[src/rtl/bitslice_rst_seq.sv]
// rtl/bitslice_rst_seq.sv - reset/VTC sequencer for native-mode BITSLICE nibbles; optional BITSLICE_SEQ_RETRY_EN
module bitslice_rst_seq #(
  parameter int unsigned              NUM_NIBBLES     = 3,
  parameter logic [NUM_NIBBLES-1:0]   NIBBLE_MASK     = '1,
  parameter int unsigned              RST_HOLD_CYCLES = 64,
  parameter int unsigned              TIMEOUT_CYCLES  = 65535
) (
  input  logic                   clk_i,
  input  logic                   reset_i,
  input  logic                   pll_locked_i,
  input  logic [NUM_NIBBLES-1:0] dly_rdy_i,
  input  logic [NUM_NIBBLES-1:0] vtc_rdy_i,
  output logic                   bsc_rst_o,
  output logic                   bs_rst_o,
  output logic                   rst_dly_o,
  output logic                   bsc_en_vtc_o,
  output logic                   bs_en_vtc_o,
  output logic                   logic_reset_o,
  output logic                   seq_done_o,
  output logic                   seq_error_o,
  output logic [3:0]             seq_state_o
);

  localparam int unsigned CNT_MAX = (RST_HOLD_CYCLES > TIMEOUT_CYCLES) ? RST_HOLD_CYCLES
                                                                       : TIMEOUT_CYCLES;
  localparam int unsigned CNT_W   = $clog2(CNT_MAX + 1);

  localparam logic [CNT_W-1:0] HOLD_LAST = CNT_W'(RST_HOLD_CYCLES - 1);
  localparam logic [CNT_W-1:0] TMO_LAST  = CNT_W'(TIMEOUT_CYCLES - 1);
  localparam logic [CNT_W-1:0] CNT_SAT   = CNT_W'(CNT_MAX);

  typedef enum logic [3:0] {
    WAIT_LOCK = 4'd0,
    RST_ALL   = 4'd1,
    REL_BSC   = 4'd2,
    REL_BS    = 4'd3,
    WAIT_DLY  = 4'd4,
    EN_VTC    = 4'd5,
    WAIT_VTC  = 4'd6,
    DONE      = 4'd7,
    ERROR     = 4'd8
  } state_e;

  state_e           state_q, state_d;
  logic [CNT_W-1:0] cnt_q, cnt_d;

  logic bsc_rst_q, bsc_rst_d;
  logic bs_rst_q, bs_rst_d;
  logic rst_dly_q, rst_dly_d;
  logic en_vtc_q, en_vtc_d;
  logic logic_reset_q, logic_reset_d;
  logic seq_done_q, seq_done_d;
  logic seq_error_q, seq_error_d;

  // Masked-off nibbles count as permanently ready.
  logic all_dly, all_vtc;
  assign all_dly = &(dly_rdy_i | ~NIBBLE_MASK);
  assign all_vtc = &(vtc_rdy_i | ~NIBBLE_MASK);

  // Next state, phase counter and output decode of the current state (outputs lag state by one cycle).
  always_comb begin
    state_d       = state_q;
    cnt_d         = cnt_q;
    bsc_rst_d     = 1'b1;
    bs_rst_d      = 1'b1;
    rst_dly_d     = 1'b1;
    en_vtc_d      = 1'b0;
    logic_reset_d = 1'b1;
    seq_done_d    = 1'b0;
    seq_error_d   = 1'b0;

    case (state_q)
      WAIT_LOCK: if (pll_locked_i) state_d = RST_ALL;
      RST_ALL:   if (cnt_q == HOLD_LAST) state_d = REL_BSC;
      REL_BSC:   if (cnt_q == HOLD_LAST) state_d = REL_BS;
      REL_BS:    state_d = WAIT_DLY;
      WAIT_DLY: begin
        if (all_dly)                state_d = EN_VTC;
        else if (cnt_q == TMO_LAST) state_d = ERROR;
      end
      EN_VTC:    state_d = WAIT_VTC;
      WAIT_VTC: begin
        if (all_vtc)                state_d = DONE;
        else if (cnt_q == TMO_LAST) state_d = ERROR;
      end
      DONE:      state_d = DONE;
`ifdef BITSLICE_SEQ_RETRY_EN
      ERROR:     if (cnt_q == HOLD_LAST) state_d = WAIT_LOCK;
`else
      ERROR:     state_d = ERROR;
`endif
      default:   state_d = WAIT_LOCK;
    endcase

    // Lock loss restarts the sequence from any active state.
    if (!pll_locked_i && (state_q != WAIT_LOCK) && (state_q != ERROR)) begin
      state_d = WAIT_LOCK;
    end

    if (state_d != state_q)  cnt_d = '0;
    else if (cnt_q != CNT_SAT) cnt_d = cnt_q + 1'b1;

    case (state_q)
      REL_BSC: bsc_rst_d = 1'b0;
      REL_BS, WAIT_DLY: begin
        bsc_rst_d = 1'b0;
        bs_rst_d  = 1'b0;
        rst_dly_d = 1'b0;
      end
      EN_VTC, WAIT_VTC: begin
        bsc_rst_d = 1'b0;
        bs_rst_d  = 1'b0;
        rst_dly_d = 1'b0;
        en_vtc_d  = 1'b1;
      end
      DONE: begin
        bsc_rst_d     = 1'b0;
        bs_rst_d      = 1'b0;
        rst_dly_d     = 1'b0;
        en_vtc_d      = 1'b1;
        logic_reset_d = 1'b0;
        seq_done_d    = 1'b1;
      end
      default: ;
    endcase

`ifdef BITSLICE_SEQ_RETRY_EN
    // Error flag survives retries so a recovered link still reports the earlier timeout.
    seq_error_d = seq_error_q | (state_q == ERROR);
`else
    seq_error_d = (state_q == ERROR);
`endif
  end

  // State, counter and registered outputs with synchronous reset.
  always_ff @(posedge clk_i) begin
    if (reset_i) begin
      state_q       <= WAIT_LOCK;
      cnt_q         <= '0;
      bsc_rst_q     <= 1'b1;
      bs_rst_q      <= 1'b1;
      rst_dly_q     <= 1'b1;
      en_vtc_q      <= 1'b0;
      logic_reset_q <= 1'b1;
      seq_done_q    <= 1'b0;
      seq_error_q   <= 1'b0;
    end else begin
      state_q       <= state_d;
      cnt_q         <= cnt_d;
      bsc_rst_q     <= bsc_rst_d;
      bs_rst_q      <= bs_rst_d;
      rst_dly_q     <= rst_dly_d;
      en_vtc_q      <= en_vtc_d;
      logic_reset_q <= logic_reset_d;
      seq_done_q    <= seq_done_d;
      seq_error_q   <= seq_error_d;
    end
  end

  assign bsc_rst_o     = bsc_rst_q;
  assign bs_rst_o      = bs_rst_q;
  assign rst_dly_o     = rst_dly_q;
  assign bsc_en_vtc_o  = en_vtc_q;
  assign bs_en_vtc_o   = en_vtc_q;
  assign logic_reset_o = logic_reset_q;
  assign seq_done_o    = seq_done_q;
  assign seq_error_o   = seq_error_q;
  assign seq_state_o   = state_q;

endmodule

[config.mk]
export PLATFORM = sky130hd
export DESIGN_NAME = bitslice_rst_seq
export DESIGN_NICKNAME = d
export VERILOG_FILES = /design/src/rtl/bitslice_rst_seq.sv
export SDC_FILE = /design/constraint.sdc
export NUM_CORES = 1
export LEC_CHECK = 0
export CORE_MARGIN = 8
export CORE_UTILIZATION = 50
export DETAILED_ROUTE_END_ITERATION = 8
export PLACE_DENSITY = 0.71
export SYNTH_ARGS = -nofsm -noshare
export SYNTH_HDL_FRONTEND = slang
export SYNTH_SLANG_ARGS = --single-unit
export TNS_END_PERCENT = 100
[constraint.sdc]
create_clock -name clk_i -period 3.6 [get_ports clk_i]
set_clock_uncertainty 0.05 [all_clocks]
set_input_delay 0.36 -clock clk_i [delete_from_list [all_inputs] [get_ports clk_i]]
set_output_delay 0.36 -clock clk_i [all_outputs]
set_load 0.05 [all_outputs]
## Word level (Yosys, flattened, before mapping)

Cells that the tools add are included.

| storage, ports and cells | value |
|---|---|
| register bits | 26 |
| latch bits | 0 |
| memories | 0 |
| bits of input ports | 9 |
| word-level logic and storage cells | 46 |
| bits in writable memories | 0 |
| ROM bits | 0 |

| operators by class | value |
|---|---|
| $mul | 0 |
| reduce and logical (&&, ||, !) cells | 11 |
| $lt $le $gt $ge | 0 |
| shift operators | 0 |
| add/subtract/negate cells | 1 |
| multiplexer cells | 13 |
| eq/ne operators | 13 |
| div/mod/pow operators | 0 |
| bitwise operators | 0 |

Operators with widths:

| cell | count |
|---|---|
| $pmux 4 s9 | 1 |
| $mux 4 | 7 |
| $add 16x1->16 const B | 1 |
| $eq 16x16->1 const B | 1 |
| $eq 16x6->1 const B | 1 |
| $eq 4x3->1 const B | 4 |
| $ne 16x16->1 const B | 1 |
| $eq 4x2->1 const B | 2 |
| $reduce_and 3->1 | 2 |
| $reduce_or 6->1 | 1 |
| $mux 1 | 5 |
| $reduce_or 5->1 | 1 |
| $eq 4x1->1 const B | 1 |
| $eq 4x4->1 const B | 1 |
| $logic_not 4->1 | 1 |
| $ne 4x4->1 | 1 |
| $ne 4x4->1 const B | 1 |
| $reduce_bool 4->1 | 1 |
| $reduce_or 3->1 | 1 |
| $logic_and 1x1->1 | 2 |
| $reduce_or 2->1 | 1 |
| $logic_not 1->1 | 1 |

## Longest topological paths before layout

| depth | value |
|---|---|
| word-level depth | 7 |
| gate-level depth with buffers | 9 |
| gate-level depth less buffers | 8 |

## Worst setup path after synthesis

OpenSTA, ideal clock, no wires.

| timing path | value |
|---|---|
| kind | register to register |
| from | reg state_q[0] (netlist: seq_state_o[0]) |
| to | reg cnt_q[4] |
| library setup time | 63 ps |
| arrival time | 2,099 ps |
| stages on the path, launching flop included | 9 |
| setup slack | 1,388 ps |
| required time | 3,487 ps |
| cell sequence | dfxtp_1 -> buf_2 -> nand2b_1 -> nor3_1 -> a221o_1 -> o211ai_2 -> nand4b_4 -> buf_6 -> nor2_2 |

| on the way | value |
|---|---|
| cells in the longest elaborated chain, start to end | 6 |
| elaborated cells between the ends (all ways) | 23 |

RTL lines:

| element | RTL line | source |
|---|---|---|
| start: declaration | 44 | `state_e state_q, state_d;` |
| start signal: assignment | 148 | `state_q <= state_d;` |
| $mux 4 / $reduce_bool 4->1 (equally long branches) | 79, 84, 96 |  |
| $mux 4, or another cell as far along | 83 | `if (all_vtc) state_d = DONE;` |
| $pmux 4 s9 / $logic_and 1x1->1 (equally long branches) | 72, 96 |  |
| $mux 4 | 96 | `if (!pll_locked_i && (state_q != WAIT_LOCK) && (state_q != ERROR)) begin` |
| $ne 4x4->1 * | 100 | `if (state_d != state_q) cnt_d = '0;` |
| $reduce_or 2->1 (no source line) * | -- |  |
| end signal: assignment | 149 | `cnt_q <= cnt_d;` |
| end: declaration | 45 | `logic [CNT_W-1:0] cnt_q, cnt_d;` |

Every way passes the cells marked *; elsewhere a longest branch is shown, timed or not.
A chain may end at the register's enable or synchronous reset.

## Worst setup path after layout

| timing path | value |
|---|---|
| from | reg state_q[0] (netlist: seq_state_o[0]) |
| to | reg cnt_q[12] |

Same word-level chain as after synthesis.

==> key figures <==
Detailed routing
  – WL final: 3280 um
  – DRT Pass-1 Iters: 4
  – WL/cell: 14.5 um
  – Residual DRC count: 0
  – DRT antenna net count: 0
  – Iteration-0 DRC Markers: 63
  – Vias/cell: 6.11
  – Via count: 1380

Clocking
  – Clk root buf: clkbuf_4
  – Hold Buf Count CTS: 0
  – CTS tree: done
  – Gates resized, CTS repair: 0
  – Clock Sinks: 26
  – Reg clk slew, reported paths: 140 ps
  – Max Buffers Root-to-Sink: 2
  – Postcts setup bufs: 0
  – Insertion delay to the later sink of the worst-skew pair: 310 ps
  – Num CTS Buffers: 3
  – CTS H-tree depth: 1

Cells and area
  – Commonest non-fill, non-tap cell in the layout: dfxtp_1
  – Most frequent cells in the layout: 26 x dfxtp_1, 20 x clkdlybuf4s50_1, 16 x nor2_1
  – # diodes: 0
  – Layout cells sized above 1: 10.9%
  – Area delta synth->final: 15.0%
  – # nets final: 205
  – Fillers: 265
  – Layout Utilization: 58.6%

Timing
  – Setup violations, final: 0
  – Worst slew margin: 55.3%
  – Fin. max-slew vios: 0
  – Fmax: 399 MHz
  – Final Hold Fails: 0
  – Minimum clock period: 2500 ps
  – Worst-Margin Slew: 670 ps
  – Final TNS setup: 0 ps
  – Final worst slack: 1100 ps
  – Tcrit/Tclk final: 69.6%
  – RSZ-0062 raised after global routing: false

Floorplanning
  – Initial core utilization: 51.0%
  – Die Y: 70.9 um
  – # rows: 20
  – Core footprint: 0.00295 mm2
  – Chip Width: 70.9 um
  – DIE AREA: 0.00502 mm2
  – I/O pin count: 21

Synth
  – Synth unique cells: 48
  – Top FF cell, synth: dfxtp_1
  – Syn nets: 192
  – Mapped Cells: 181
  – Synth Register Bits: 26
  – Sequential element share of the synthesized area: 34.6%
  – Syn. warnings: 0
  – Async S/R FF share, synth: 0%
  – EDFF count, synth: 0
  – Syn Std Cell Area: 0.00151 mm2
  – Syn avg cell area: 8.32 um2

Power
  – Switching share of total power: 22.7%
  – Clock Power Share: 35.1%
  – Total power: 557 uW
  – Pwr dens: 321 mW/mm2
  – Static Leak: 0.000577 uW
  – IR drop worst, VDD: 135 uV
  – Sw power: 126 uW
  – Pint: 431 uW
  – Sequential Power Share: 54.1%
  – Comb pwr share: 10.7%

Setup path
  – RR Startpoint: seq_state_o[0]
  – CP top delay family: simple AND/OR/NAND/NOR gates
  – Critical path class: reg2reg
  – Required @ worst endpoint: 3780 ps
  – Worst Setup Start Kind: flop
  – Critical Path, Cell by Cell: nor3_1 > or2_2 > a2bb2oi_1 > a21oi_1 > nand4b_4 > a211oi_1
  – Buf/Inv on CP: 0
  – Critical-path top delay cell: dfxtp_1
  – CP max stage delay: 780 ps
  – Setup crit start: seq_state_o[0]
  – Worst setup EP type: flop
  – Worst EP arrival: 2690 ps
  – Crit path max fanout: 22

GRT
  – GRT Util Overall: 13.5%
  – Initial antenna violation count: 0
  – Largest net degree at the start of global routing: 23
  – Total grt overflow: 0
  – Global-route wire length before repair: 5700 um
  – Vias in the first global route: 1305

Job
  – Maxcap violations: 0

Placed design
  – Port bufs: 20
  – GPL Wtd Cong: 0.858
  – Dpl hpwl: 2480 um
  – Dpl ws: 955 ps

Outcome
  – Status: finished clean

Worst hold path
  – Hold WC Path Type: reg2reg
  – Worst Hold Launch: cnt_q[14]
==> metrics by stage <==
stage          instance area (um2)  instances  hold WS [ps]
6_report                      1730        226           501
5_1_grt                       1730        226           521
4_1_cts                       1730        226           503
3_5_place_dp                  1680        222           480
3_3_place_gp                  1680        222           457
2_1_floorplan                 1510        181           424
==> synth_stat cells, types with 4 or more instances <==
| cell | instances | area share (%) |
|---|---|---|
| nor2_1 | 16 | 4.0 |
| nand3_1 | 8 | 2.7 |
| xnor2_1 | 5 | 2.9 |
| dfxtp_1 | 26 | 35 |
| nand2_1 | 9 | 2.2 |
| and3_1 | 8 | 3.3 |
| nor3_1 | 9 | 3.0 |
| nor2_2 | 10 | 4.2 |
| a211oi_1 | 6 | 3.0 |
| o21ai_0 | 7 | 2.3 |
| inv_1 | 5 | 1.2 |
| xor2_1 | 4 | 2.3 |
| clkbuf_1 | 4 | 1.0 |
| a21oi_1 | 7 | 2.3 |
| nand4_1 | 8 | 3.3 |
==> power groups by stage <==
stage	Sequential (uW)	Combinational (uW)	Clock (uW)
floorplan	306	44.1	0
global placement	308	56.8	0
detailed placement	308	59.1	0
CTS	301	59.4	201
global route	303	66.1	212
finish	301	59.6	196
==> final timing paths <==
kind / cells past startpoint / slack (ps) / end
worst max-delay path: 6 / 1100 / cnt_q[12]
worst min-delay path: 2 / 500 / cnt_q[14]
worst max register to register: 6 / 1100 / cnt_q[12]
worst min register to register: 2 / 500 / cnt_q[14]
==> worst register-to-register path, cell delays in order (launching register included) <==
cell       delay [ps]
dfxtp_1           780
nor3_1            220
or2_2             360
a2bb2oi_1         220
a21oi_1           100
nand4b_4          390
a211oi_1          300
==> cell type report <==
type,instances,area (um2),area share (%)
Sequential cell,26,520,30.1
Clock buffer,3,22.5,1.30
Clock inverter,1,30.0,1.73
Tap cell,33,41.3,2.38
Inverter,5,18.8,1.08
Timing Repair Buffer,20,200,11.6
Multi-Input combinational cell,138,898,51.9
==> registers in the layout, summed over array words and instances, names as in the netlist <==
name           flops
bs_en_vtc_o        1
seq_error_o        1
bsc_rst_o          1
seq_state_o        4
rst_dly_o          1
cnt_q             16
seq_done_o         1
logic_reset_o      1
==> metal layers <==
layer	up-vias	routed length [um]	GRT usage, %
met3	4	147	2.12
met4	0	42	4.39
li1	689	-	-
met2	48	1590	23.4
met1	639	1510	16.6
met5	-	0	0
==> logic make-up (layout without fill, tap and decap cells) <==
kind of cell	after synthesis	count (layout)	synth area share, %
buffers and inverters	17	29	5.73
multiplexers	1	1	0.665
AO/OA/AOI/OAI	37	37	16.9
XOR/XNOR	9	9	5.24
adder cells (fa/ha/maj)	2	2	1.66
flip-flops	26	26	34.6
AND/OR/NAND/NOR	89	89	35.2
Power figures use the tool's default switching activity.
